**src/rtl/frame_buf_sched.sv**
```systemverilog
// frame_buf_sched: two-field video capture into a single-port frame memory with read arbitration.
// Capture writes own the memory port; reads get any idle cycle while mode is capture+read.
module frame_buf_sched #(
  parameter int H_ACTIVE = 702,
  parameter int V_ACTIVE = 288
) (
  input  logic        clk,
  input  logic        rst_n,
  input  logic [1:0]  mode,
  input  logic        video_frame_valid,
  input  logic        video_line_valid,
  input  logic        video_data_valid,
  input  logic [7:0]  video_data_in,
  input  logic [19:0] video_address,
  output logic        mem_we,
  output logic [19:0] mem_addr,
  output logic [7:0]  mem_wdata,
  input  logic [7:0]  mem_rdata,
  input  logic        rd_req,
  input  logic [19:0] rd_addr,
  output logic        rd_gnt,
  output logic [7:0]  rd_data,
  output logic        rd_valid,
  input  logic        frame_ack,
  output logic        frame_ready,
  output logic        field_err
);
  localparam logic [17:0] PIX   = 18'(H_ACTIVE * V_ACTIVE);
  localparam logic [8:0]  LINES = 9'(V_ACTIVE);

  typedef enum logic [2:0] {IDLE, WAIT_F0, CAP_F0, WAIT_F1, CAP_F1, READY} state_t;

  state_t      r_state, w_next;
  logic        r_fv, r_lv, r_mis, r_pend, r_rd_valid;
  logic [17:0] r_pix;
  logic [8:0]  r_lines;
  logic [19:0] r_waddr;
  logic [7:0]  r_wdata, r_rd_hold;
  logic        w_active, w_fv_rise, w_fv_fall, w_lv_rise, w_cap, w_fld_ok, w_wr, w_ok, w_gnt, w_ferr;

  assign w_active  = mode == 2'b01 || mode == 2'b10;
  assign w_fv_rise = video_frame_valid & ~r_fv;
  assign w_fv_fall = ~video_frame_valid & r_fv;
  assign w_lv_rise = video_line_valid & ~r_lv;
  assign w_cap     = w_active && (r_state == CAP_F0 || r_state == CAP_F1);
  assign w_fld_ok  = video_address[10] == (r_state == CAP_F1);
  assign w_wr      = w_cap && video_data_valid && w_fld_ok;
  assign w_ok      = r_pix == PIX && r_lines == LINES && !r_mis;
  assign w_gnt     = rd_req && mode == 2'b01 && r_state != IDLE && !r_pend;

  always_comb begin
    w_next = r_state;
    w_ferr = 1'b0;
    if (!w_active)
      w_next = IDLE;
    else
      case (r_state)
        IDLE:    w_next = WAIT_F0;
        WAIT_F0: w_next = w_fv_rise ? CAP_F0 : WAIT_F0;
        CAP_F0: begin
          w_next = w_fv_fall ? (w_ok ? WAIT_F1 : WAIT_F0) : CAP_F0;
          w_ferr = w_fv_fall && !w_ok;
        end
        WAIT_F1: w_next = w_fv_rise ? CAP_F1 : WAIT_F1;
        CAP_F1: begin
          w_next = w_fv_fall ? (w_ok ? READY : WAIT_F0) : CAP_F1;
          w_ferr = w_fv_fall && !w_ok;
        end
        READY:   w_next = (frame_ack || w_fv_rise) ? WAIT_F0 : READY;
        default: w_next = IDLE;
      endcase
  end

  always_ff @(posedge clk) begin
    if (!rst_n) begin
      r_state    <= IDLE;
      r_fv       <= 1'b0;
      r_lv       <= 1'b0;
      r_pix      <= '0;
      r_lines    <= '0;
      r_mis      <= 1'b0;
      r_pend     <= 1'b0;
      r_waddr    <= '0;
      r_wdata    <= '0;
      r_rd_valid <= 1'b0;
      r_rd_hold  <= '0;
    end else begin
      r_state    <= w_next;
      r_fv       <= video_frame_valid;
      r_lv       <= video_line_valid;
      // counters stay cleared outside capture, so every capture starts from zero
      r_pix      <= w_cap ? r_pix + 18'(video_data_valid && r_pix != '1) : '0;
      r_lines    <= w_cap ? r_lines + 9'(w_lv_rise && r_lines != '1) : '0;
      r_mis      <= w_cap && (r_mis || (video_data_valid && !w_fld_ok));
      r_pend     <= w_wr;
      r_rd_valid <= w_gnt;
      if (w_wr) begin
        r_waddr <= video_address;
        r_wdata <= video_data_in;
      end
      if (r_rd_valid) r_rd_hold <= mem_rdata;
    end
  end

  assign mem_we      = r_pend;
  assign mem_addr    = r_pend ? r_waddr : w_gnt ? rd_addr : '0;
  assign mem_wdata   = r_wdata;
  assign rd_gnt      = w_gnt;
  assign rd_valid    = r_rd_valid;
  assign rd_data     = r_rd_valid ? mem_rdata : r_rd_hold;
  assign frame_ready = r_state == READY;
  assign field_err   = w_ferr;
endmodule
```
**config.mk**
```make
export PLATFORM = sky130hd
export DESIGN_NAME = frame_buf_sched
export DESIGN_NICKNAME = d
export VERILOG_FILES = /design/src/rtl/frame_buf_sched.sv
export SDC_FILE = /design/constraint.sdc
export NUM_CORES = 1
export LEC_CHECK = 0
export ABC_AREA = 1
export CAP_MARGIN = 25
export CORE_AREA = 2 2 112 114
export DETAILED_ROUTE_END_ITERATION = 8
export DIE_AREA = 0 0 114 116
export PLACE_DENSITY = 0.55
export SETUP_SLACK_MARGIN = 0.2
export SYNTH_ARGS = -nofsm -noshare
export SYNTH_HDL_FRONTEND = slang
export SYNTH_SLANG_ARGS = --single-unit
export TNS_END_PERCENT = 100
```
**constraint.sdc**
```tcl
create_clock -name clk -period 1.9 [get_ports clk]
set_input_delay 0.285 -clock clk [delete_from_list [all_inputs] [get_ports clk]]
set_output_delay 0.285 -clock clk [all_outputs]
set_load 0.02 [all_outputs]
```
==> impl_metrics.toml, run 1 <==
[synthesis]
synth_fp_nets = 577
synthCells = 507
yosys_warnings = 0
syn-mean-instance-area_um2 = 6.93
synthesis.area_um2 = 3510
ys_types = 32
synth_top_area_share = 0.404
yosys-top-cells-area = "dfxtp_1, nand2_1, nor2_1, inv_1, nand4_1"
ys_seq_elements = 71
ys_seq_area_frac = 0.404
synth_top_cell_by_area = "dfxtp_1"

[worst_setup_path]
cp-end-kind = "flop"
r2r-start = "r_pix[12]$_SDFF_PN0_"
rr_endpoint = "r_pix[14]$_SDFF_PN0_"
path_max_fanout = 3
cp.required_ps = 2130
startpoint_type = "flop"
crit_end = "r_pix[14]$_SDFF_PN0_"
rrSetupSlack_ps = 30
cp.arrival_ps = 2100
path_class = "reg -> reg"
critPathLaunch = "r_pix[12]$_SDFF_PN0_"
worstRegToRegCells = 13

[pwr]
p_int_uw = 2870
pwr-share-clk = 0.496
ir_drop_v = 0.000441
seq_power_share = 0.410
combPwrFrac = 0.094
p_switching_uw = 787
powerDensity_nw_per_um2 = 610
swShare = 0.215
leakage_uw = 0.00270

[finish]
finalNetCount = 743
drive_above_1_share = 0.318
post-route-util = 0.504
stdcell_area_um2 = 6000
syn_to_final_growth_pct = 70.8
num_antenna_cells = 0

[sta]
clock.fmax_ghz = 0.534
setup_viol = 0
final_max_slew_viol_count = 0
finClkSkew_ps = 6.82
period_minus_slack_ps = 1870
fin_crit_sh = 0.986
hold_ws_ps = 463
hold_violations = 0
rsz0062_at_grt = "true"
slew_headroom = 0.664
tightestPinTransition_ps = 500
tns_ps = 0

[die]
coreArea_um2 = 11900
initial_core_util = 0.295
die-height_um = 116
die_x_um = 114
dieArea_um2 = 13200
num_rows = 40
io_pins = 106

[place]
hpwl_mm = 7.41
io_buffers = 105
gp_congestion = 0.824
place_area_um2 = 5150

[grt]
antenna_found_initial = 0
grtUsageTotal = 0.157
grt_pass1_vias = 3709
grt_pass1_wl_mm = 16.9
grt_overflow_total = 0
grt_max_degree = 31

[drt]
drc = 0
vias = 3797
drt-vias-per-instance = 4.61
drt_iter0_markers = 171
antenna_left = 0
drt_wl_total_mm = 10.6
first_pass_iters = 4
wl_per_cell_um = 12.9

[clocking]
insertion_delay_ps = 330
cts_buffer_depth = 2
htreeDepth = 3
cts.clk_slew.worst_paths_ps = 60
cts.sinks = 71
clockRootBuffer = "clkbuf_16"
cts_made_buffers = 9
tritoncts = "yes"

[outcome]
status = "finished clean"

[hold_path]
hold_path_class = "reg -> reg"
holdPathStages = 2

[run]
maxCapViolations = 0
[critical path, stage by stage (launching register included)]
cell and delay [ps]:
dfxtp_2 320, nand2_2 90, nor3_4 60, nand3_2 70, inv_2 40, a21oi_2 130
ha_2 220, ha_4 150, nand2_4 60, nor2_4 150, nand2_2 100, nor2_4 150
nand2_1 50, and3_1 160
[layout make-up]
type | count | area [um2]
sequential | 71 | 1450
clock inverter | 5 | 81.3
timing repair buffer | 177 | 1720
inverter | 79 | 302
tap | 147 | 184
multi-input combinational | 335 | 2030
fill | 1155 | 5910
clock buffer | 10 | 239
[flip-flops by register name, indices dropped and copies added (netlist names)]
register,count
r_rd_hold,8
rd_valid,1
mem_wdata,8
r_waddr,20
r_mis,1
r_pix,18
r_lv,1
r_state,3
mem_we,1
r_fv,1
r_lines,9
[logic make-up after synthesis]
group / after synthesis / share of synthesized area
compound gates: 59 / 0.109
xor+xnor: 4 / 0.0121
fa+ha+maj: 5 / 0.0178
buf+inv: 101 / 0.121
flops: 71 / 0.404
simple gates: 267 / 0.335
[synth_stat cells (all sizes together)]
master,number
nand2,104
a41oi,1
a211oi,1
a21oi,24
and3,1
buf,13
nand3b,1
nand3,14
inv,79
nor4,2
nor3,12
a22o,20
clkbuf,9
xnor2,2
o21ai,10
ha,5
xor2,2
o21a,3
dfxtp,71
nand4,31
nor3b,2
nor2,100
[stage by stage]
step,std cells,worst slack [ps],total power (uW)
floorplan,507,78.9,1650
global placement,796,-505,1850
detailed placement,796,-528,1850
CTS,819,-18.0,3710
global route,824,-105,3790
finish,824,26.1,3660
[routing by layer]
layer | global-route usage | share of wire
met1 | 0.189 | 0.44
met2 | 0.280 | 0.51
met3 | 0.0314 | 0.040
met4 | 0.0561 | 0.012
met5 | 0 | 0
[worst min path at each step]
| stage | start | end | slack (ps) |
|---|---|---|---|
| final | r_pix[15]$_SDFF_PN0_ | r_pix[15]$_SDFF_PN0_ | 460 |
| after global routing | r_pix[15]$_SDFF_PN0_ | r_pix[15]$_SDFF_PN0_ | 490 |
| after CTS | r_rd_hold[0]$_SDFF_PN0_ | r_rd_hold[0]$_SDFF_PN0_ | 470 |
| after detailed placement | r_mis$_SDFF_PN0_ | r_mis$_SDFF_PN0_ | 460 |
| after global placement | r_mis$_SDFF_PN0_ | r_mis$_SDFF_PN0_ | 460 |
| after floorplan | video_frame_valid | r_fv$_SDFF_PN0_ | 380 |
[what timing repair did]
action / 4_1_cts / 5_1_grt
cloned: 2 / 0
hold buffers: 0 / 0
pin swaps: 14 / 39
setup endpoints to repair: 62 / 51
gates resized for setup: 199 / 71
buffers inserted: 6 / 5
[power groups by stage]
stage / Combinational [uW] / Sequential (uW) / Clock (uW)
finish: 343 / 1500 / 1820
global route: 374 / 1500 / 1910
CTS: 338 / 1500 / 1860
detailed placement: 317 / 1540 / 0
global placement: 316 / 1540 / 0
floorplan: 117 / 1540 / 0
[layout by cell type (no fill, tap or decap), types with 4 or more instances in the layout]
cell type	count
a21oi_1	20
a21oi_2	4
a22o_1	20
buf_12	4
buf_4	59
buf_6	29
clkbuf_16	9
clkdlybuf4s50_1	69
dfxtp_1	55
dfxtp_2	14
dlygate4sd2_1	11
inv_1	59
inv_2	18
nand2_1	87
nand2_2	13
nand2_4	4
nand3_1	6
nand3_2	5
nand4_1	31
nor2_1	81
nor2_2	10
nor2_4	8
nor3_1	5
nor3_4	4
o21ai_2	4
(Power assumes the default switching activity.)
==> run 2, diff against run 1 <==
--- a/config.mk
+++ b/config.mk
@@ -6,7 +6,7 @@
 export NUM_CORES = 1
 export LEC_CHECK = 0
 export ABC_AREA = 1
-export CAP_MARGIN = 25
+export CAP_MARGIN = 5
 export CORE_AREA = 2 2 112 114
 export DETAILED_ROUTE_END_ITERATION = 8
 export DIE_AREA = 0 0 114 116
@@ -15,4 +15,3 @@
 export SYNTH_ARGS = -nofsm -noshare
 export SYNTH_HDL_FRONTEND = slang
 export SYNTH_SLANG_ARGS = --single-unit
-export TNS_END_PERCENT = 100
==> results of run 2 <==
No change in the layout: final DEF, timing and power equal those of run 1.
